==> config.mk <==
export PLATFORM = sky130hd
export DESIGN_NAME = mdu_iter
export DESIGN_NICKNAME = d
export VERILOG_FILES = /design/src/rtl/mdu_iter.sv
export SDC_FILE = /design/constraint.sdc
export NUM_CORES = 2
export LEC_CHECK = 0
export BUFFER_PORTS_ARGS = -buffer_cell sky130_fd_sc_hd__buf_2
export CORE_ASPECT_RATIO = 0.8
export CORE_MARGIN = 2
export CORE_UTILIZATION = 50
export DETAILED_ROUTE_END_ITERATION = 10
export GPL_ROUTABILITY_DRIVEN = 0
export PLACE_DENSITY = 0.7
export RECOVER_POWER = 25
export SYNTH_ARGS = -nofsm -noshare
export SYNTH_HDL_FRONTEND = slang
export SYNTH_SLANG_ARGS = --single-unit
==> constraint.sdc <==
create_clock -name clk -period 20.2 [get_ports clk]
set_clock_uncertainty 0.1 [all_clocks]
set_input_delay 1.01 -clock clk [delete_from_list [all_inputs] [get_ports clk]]
set_output_delay 1.01 -clock clk [all_outputs]
set_load 0.005 [all_outputs]
==> src/rtl/mdu_iter.sv <==
// mdu_iter: multi-cycle multiply/accumulate and radix-2 restoring divide with deferred HI/LO commit
module mdu_iter #(
    parameter int WIDTH   = 32,
    parameter int MUL_LAT = 5
) (
    input  logic             clk,
    input  logic             reset,
    input  logic [WIDTH-1:0] a,
    input  logic [WIDTH-1:0] b,
    input  logic [3:0]       op,
    input  logic             start,
    input  logic             cancel,
    output logic             busy,
    output logic             done,
    output logic [WIDTH-1:0] hi,
    output logic [WIDTH-1:0] lo
);
    localparam int MX = MUL_LAT > WIDTH ? MUL_LAT : WIDTH;
    localparam int CW = $clog2(MX + 1);

    typedef enum logic [1:0] {IDLE, MUL, DIV, FIX} state_t;

    state_t             state, state_n;
    logic [CW-1:0]      cnt;
    logic [2*WIDTH-1:0] shadow, prod, acc;
    logic [WIDTH-1:0]   rem, quo, dvs, dnd;
    logic [WIDTH:0]     shifted, trial;
    logic               q_neg, r_neg, dz, ge;
    logic               is_mul, is_div, is_sgn, is_acc, is_sub, last;

    always_comb begin
        is_mul  = op == 4'd1 || op == 4'd2 || (op >= 4'd7 && op <= 4'd10);
        is_div  = op == 4'd3 || op == 4'd4;
        is_sgn  = op == 4'd2 || op == 4'd4 || op == 4'd8 || op == 4'd10;
        is_acc  = op >= 4'd7 && op <= 4'd10;
        is_sub  = op == 4'd9 || op == 4'd10;
        prod    = {{WIDTH{is_sgn & a[WIDTH-1]}}, a} * {{WIDTH{is_sgn & b[WIDTH-1]}}, b};
        acc     = is_sub ? {hi, lo} - prod : {hi, lo} + prod;
        shifted = {rem, quo[WIDTH-1]};
        trial   = shifted - {1'b0, dvs};
        ge      = shifted >= {1'b0, dvs};
        last    = cnt == CW'(1);
        busy    = state != IDLE;
        state_n = state;
        case (state)
            IDLE: state_n = start & is_mul ? MUL : start & is_div ? DIV : IDLE;
            MUL:  state_n = last ? IDLE : MUL;
            DIV:  state_n = last ? FIX : DIV;
            FIX:  state_n = IDLE;
            default: state_n = IDLE;
        endcase
        if (cancel)
            state_n = IDLE;
    end

    always_ff @(posedge clk or posedge reset) begin
        if (reset) begin
            state  <= IDLE;
            cnt    <= '0;
            shadow <= '0;
            rem    <= '0;
            quo    <= '0;
            dvs    <= '0;
            dnd    <= '0;
            q_neg  <= 1'b0;
            r_neg  <= 1'b0;
            dz     <= 1'b0;
            hi     <= '0;
            lo     <= '0;
            done   <= 1'b0;
        end else begin
            state <= state_n;
            done  <= 1'b0;
            if (!cancel) begin
                case (state)
                    IDLE: begin
                        if (start & is_mul) begin
                            shadow <= is_acc ? acc : prod;
                            cnt    <= CW'(MUL_LAT);
                        end else if (start & is_div) begin
                            quo   <= is_sgn & a[WIDTH-1] ? -a : a;
                            dvs   <= is_sgn & b[WIDTH-1] ? -b : b;
                            rem   <= '0;
                            dnd   <= a;
                            q_neg <= is_sgn & (a[WIDTH-1] ^ b[WIDTH-1]);
                            r_neg <= is_sgn & a[WIDTH-1];
                            dz    <= b == '0;
                            cnt   <= CW'(WIDTH);
                        end else if (op == 4'd5) begin
                            hi <= a;
                        end else if (op == 4'd6) begin
                            lo <= a;
                        end
                    end
                    MUL: begin
                        cnt <= cnt - CW'(1);
                        if (last) begin
                            {hi, lo} <= shadow;
                            done     <= 1'b1;
                        end
                    end
                    DIV: begin
                        cnt <= cnt - CW'(1);
                        rem <= ge ? trial[WIDTH-1:0] : shifted[WIDTH-1:0];
                        quo <= {quo[WIDTH-2:0], ge};
                    end
                    FIX: begin
                        // divide-by-zero reports the raw dividend, not the signed-corrected remainder
                        lo   <= dz ? '1 : q_neg ? -quo : quo;
                        hi   <= dz ? dnd : r_neg ? -rem : rem;
                        done <= 1'b1;
                    end
                    default: ;
                endcase
            end
        end
    end
endmodule

### Word-level counts from Yosys, hierarchy flattened

Index checks and enable logic that the tools add are counted.

| storage, ports and cells | value |
|---|---|
| bits in registers | 268 |
| input bits | 72 |
| logic and storage cells | 113 |

| cells by class | value |
|---|---|
| $lt $le $gt $ge | 3 |
| multiplexer cells | 38 |
| $mul | 1 |
| bitwise operators | 8 |
| add/sub/neg operators | 8 |
| equal/unequal tests | 21 |
| reduce and logical (&&, ||, !) cells | 21 |

Operators by type and width:

| cell | count |
|---|---|
| $mux W32 | 20 |
| $pmux W32 S3 | 2 |
| $mux W64 | 2 |
| $neg A32 Y32 | 4 |
| $pmux W32 S2 | 2 |
| $add A64 B64 Y64 | 1 |
| $mul A33 B33 Y64 | 1 |
| $sub A64 B64 Y64 | 1 |
| $ge A33 B32 Y1 | 1 |
| $logic_not A32 Y1 | 1 |
| $sub A32 B32 Y32 | 1 |
| $ne A2 B2 Y1 const B | 7 |
| $eq A4 B3 Y1 const B | 3 |
| $eq A4 B4 Y1 const B | 3 |
| $mux W6 | 2 |
| $pmux W6 S2 | 1 |
| $eq A4 B2 Y1 const B | 2 |
| $pmux W2 S4 | 1 |
| $reduce_and A4 Y1 | 2 |
| $logic_or A1 B1 Y1 | 7 |
| $reduce_and A7 Y1 | 1 |
| $eq A6 B1 Y1 const B | 1 |
| $mux W2 | 3 |
| $reduce_and A3 Y1 | 2 |
| 18 further kinds | 29 |

### Depth between registers and ports, before layout

| logic depth | value |
|---|---|
| depth after elaboration | 9 |
| gate-level depth with buffers | 51 |
| mapped depth without buffers | 47 |

### Worst setup path before layout

Ideal clock, no wire load.

| timing | value |
|---|---|
| kind | in2reg |
| start | input op[1] |
| end | register shadow[63] |
| cell stages on the path | 48 |
| arrival | 12.453 ns |
| slack | 7.569 ns |
| path buffers | 4 |
| library setup time | 0.077 ns |
| cells stage by stage | clkbuf_1 > nor2_1 > xor2_1 > nor2_1 > and2_1 > clkbuf_1 > clkbuf_1 > nand2_1 > inv_1 > fa_1 > inv_1 > fa_1 > inv_1 > fa_1 > fa_1 > inv_1 > fa_1 > fa_1 > (+12 left out) > o41ai_2 > nand2_1 > xor2_1 > ha_1 > a21o_1 > a21oi_1 > o21ai_0 > a21oi_1 > nor2_1 > a22oi_1 > a21bo_2 > a31o_2 > a21oi_1 > o31ai_1 > a311oi_1 > nor3_1 > or3b_1 > a21oi_1 |

| between the ends | value |
|---|---|
| longest elaborated chain between the ends | 9 |
| elaborated cells between the ends (all ways) | 24 |
| classes of those cells | add/sub (2); mul (1); order compare (2); eq/ne (6); mux (2); bitwise (3); reduce/logical (8) |

Ends and longest elaborated chain:

| item | line | text |
|---|---|---|
| from (decl) | 10 | `input logic [3:0] op,` |
| $eq A4 B2 Y1 / $eq A4 B3 Y1 (equally long branches) | 32, 34 |  |
| $logic_or A1 B1 Y1 (3 in a row) | 34 | `is_sgn = op == 4'd2 \|\| op == 4'd4 \|\| op == 4'd8 \|\| op == 4'd10;` |
| $and A1 B1 Y1 | 37 | `prod = {{WIDTH{is_sgn & a[WIDTH-1]}}, a} * {{WIDTH{is_sgn & b[WIDTH-1]}}, b};` |
| $mul A33 B33 Y64 | 37 |  |
| $add A64 B64 Y64 / $sub A64 B64 Y64 (equally long branches) | 38 | `acc = is_sub ? {hi, lo} - prod : {hi, lo} + prod;` |
| $mux W64 | 38 |  |
| $mux W64 | 78 | `shadow <= is_acc ? acc : prod;` |
| to (signal assigned) | 78 |  |
| to (decl) | 25 | `logic [2*WIDTH-1:0] shadow, prod, acc;` |

Parallel ways exist; a longest one is shown, timed or not.
A chain may end at the register's enable or synchronous reset.

### Worst setup path in the final report

Same ends and word-level chain as after synthesis.

==> results.txt <==
The area growth from synthesis to layout is 4.28%. The final layout contains 8301 nets. The worst setup path is launched from an input port.

The run gives 97 as the number of unique standard cell types used by synthesis. The share of post-route cells with drive strength above 1 works out to 0.0516. For the via count of the first global-routing pass, the log shows 49.5k. The shortest period the worst path allows was 13.92 ns; the via count normalized by instance count was 5.83. The met1 track demand over resource in global routing is 0.429, and the number of H-tree levels is 1. Number of slew-limit violations in the final report: 308.

In the synthesized netlist the dominant register cell turns out to be sky130_fd_sc_hd__dfrtp_1. The detailed-router iteration count before antenna repair came out at 6. For the number of violations reported at the end of detailed-routing iteration 0, the log shows 5010.

Setup repair after global routing left no endpoint under its margin. Vertical die dimension: 313 um. The clock latency at the later pin of the worst-skew pair is 0.60 ns.

Number of failing setup endpoints in the final timing report: 0. The synthesized flop and latch total works out to 268. After clock tree synthesis, the clock-pin slew on the worst setup and hold paths is 0.07 ns.

For the worst endpoint required time, the log shows 20.63 ns. The fraction of met2 tracks used by global routing is 0.457. The final reports fail on capacitance limit, slew limit. The critical path is of the in -> reg type.

The most common cell after layout, fill and taps aside was sky130_fd_sc_hd__inv_1. Detailed placement finished with a half-perimeter wire length of 138 mm. The maximum fanout along the worst path came out at 29. The sequential fraction of the synthesis area is 0.113. The tools report the first-pass GRT wire length as 285 mm. The tools report the master cell of the clock root buffer as sky130_fd_sc_hd__clkbuf_16.

On the critical path the largest part of the delay comes from adder cells. The tools report the total negative slack for setup checks as 0 ns. For the pin with the worst max-slew slack, the measured transition is 8.31 ns.

The async set-reset flop share out of synthesis was 1.00; the count of flip-flops with a built-in enable after synthesis was 0. Data arrives at the worst endpoint at 14.35 ns. The hold slack was 0.383 ns; the share of the cycle needed by the critical path after routing was 0.689. For the number of antenna violations at the first check in global routing, the log shows 17. In the layout the commonest cells are sky130_fd_sc_hd__inv_1, sky130_fd_sc_hd__nand2_1, sky130_fd_sc_hd__fa_1. After detailed routing, the number of remaining DRC violations is 0. The die covers 122000 um^2. TritonCTS built the clock tree.

OpenSTA, run right after detailed placement, puts the worst setup slack at 5.84 ns. The tool flagged a number of max-cap violations equal to 3. The tools report the total CTS buffers as 26.

The initial standard-cell utilization of the core was 0.503. After floorplanning, the core was sized to cover 118000 um^2. The met3 usage in global routing is 0.0644, and the synthesized instance count is 6971.

The number of setup buffers added after CTS came out at 0. The number of clock sinks is 268. The floorplan step set the die width to 390 um. For this run, the top clock speed supported by timing is 0.0718 GHz. A synthesized cell averages 8.54 um^2. The total routing usage reported by global routing is 0.298, and the number of buffers inserted by hold repair at cts is 0. Setup slack closes at 6.28 ns.

After clock tree synthesis, the repair step resized 0 gates. The number of top-level pins was 138; the total buffers and inverters traversed by the critical path was 10. The most crowded layer after global routing is met2. The class of the tightest hold or removal check is reg -> reg. The tools report the maximum buffer depth of the clock tree as 3. The Yosys step of the flow raised 0 warnings. The netlist area before placement is 59600 um^2, and the number of hold violations in the final report is 0. The run gives -4.54 as the relative slew slack. The worst setup path is captured at a flip-flop.

Number of rows in the core area: 113. Once detail routing completed, the nets flagged for antenna violations numbered 0. The largest individual stage delay along the critical path comes from the cell sky130_fd_sc_hd__and2_1.

The logs give 155 for the largest net degree at the start of global routing and 0 for the final global-route overflow total. For this run, the slowest stage of the critical path takes 1.10 ns. The average wire per standard cell was 21.4 um. The logs give 48.8k for the count of vias placed by the detailed router and 179 mm for the routed wire length. Counting every net in the synthesized netlist gives 8489. In this run the tool buffered the top-level ports with 137 buffer cells. The flow ran to the end, but the final reports show violations.
[sequential cells by signal, indices dropped and copies added, names as in the netlist]
signal  cells
q_neg       1
hi         32
dnd        32
rem        32
lo         32
cnt         6
done        1
quo        32
dvs        32
shadow     64
r_neg       1
state       2
dz          1
[cell usage after synthesis, drive strengths merged (119+ instances only)]
library cell | number | area, um^2
nand2 | 1164 | 4370
nor2 | 258 | 968
and2 | 291 | 1820
ha | 319 | 3990
fa | 1127 | 22600
o21ai | 405 | 2050
xor2 | 119 | 1040
clkbuf | 348 | 1310
a21oi | 372 | 1920
xnor2 | 213 | 1870
dfrtp | 268 | 6710
inv | 1174 | 4410
[cells by family after synthesis]
kind of cell / after synthesis / share of synthesized area
compound gates: 1219 / 0.126
buf+inv: 1600 / 0.101
fa+ha+maj: 1446 / 0.446
xor+xnor: 332 / 0.0488
simple gates: 2060 / 0.157
flops: 268 / 0.113
mux: 46 / 0.00842
[per-layer routing]
layer  up-vias  routed length (um)
met4        18                5820
met5         -                 108
met1     24600               74100
li1      21400                   -
met2      2385               79500
met3       362               19300
[final timing paths]
kind                               from         end  slack, ns  cells past startpoint
worst max-delay path              op[1]  shadow[63]       6.28                     49
worst min-delay path            dvs[14]     dvs[14]       0.38                      2
worst max register to register    lo[0]  shadow[62]      15.17                     18
worst min register to register  dvs[14]     dvs[14]       0.38                      2
max in group asynchronous         reset          dz       7.82                      3
min in group asynchronous         reset   shadow[2]       1.90                      2
[cell type report]
class / instances / area, um^2
Clock inverter: 18 / 204
Inverter: 1174 / 4410
Fill cell: 10900 / 56400
Tap cell: 1552 / 1940
Antenna cell: 7 / 17.5
Timing Repair Buffer: 210 / 1230
Clock buffer: 30 / 706
Multi-Input combinational cell: 5103 / 46900
Sequential cell: 268 / 6710
[tightest hold or removal path: cells and delay by family (launching register included)]
kind               cells  cell delay (ns)
DFF                    1             0.34
and+or+nand+nor        1             0.05
AOI/OAI and AO/OA      1             0.06
[stage by stage]
stage | cell area, um^2 | instances | util
floorplan | 59600 | 6971 | -
global placement | 61200 | 8307 | 0.517
detailed placement | 61200 | 8307 | 0.517
CTS | 62100 | 8355 | 0.524
global route | 62100 | 8355 | 0.524
finish | 62100 | 8362 | 0.524
Power is left out: the tool's default activity adds up to more than one toggle a clock period on the data nets, which glitch-free logic cannot reach.
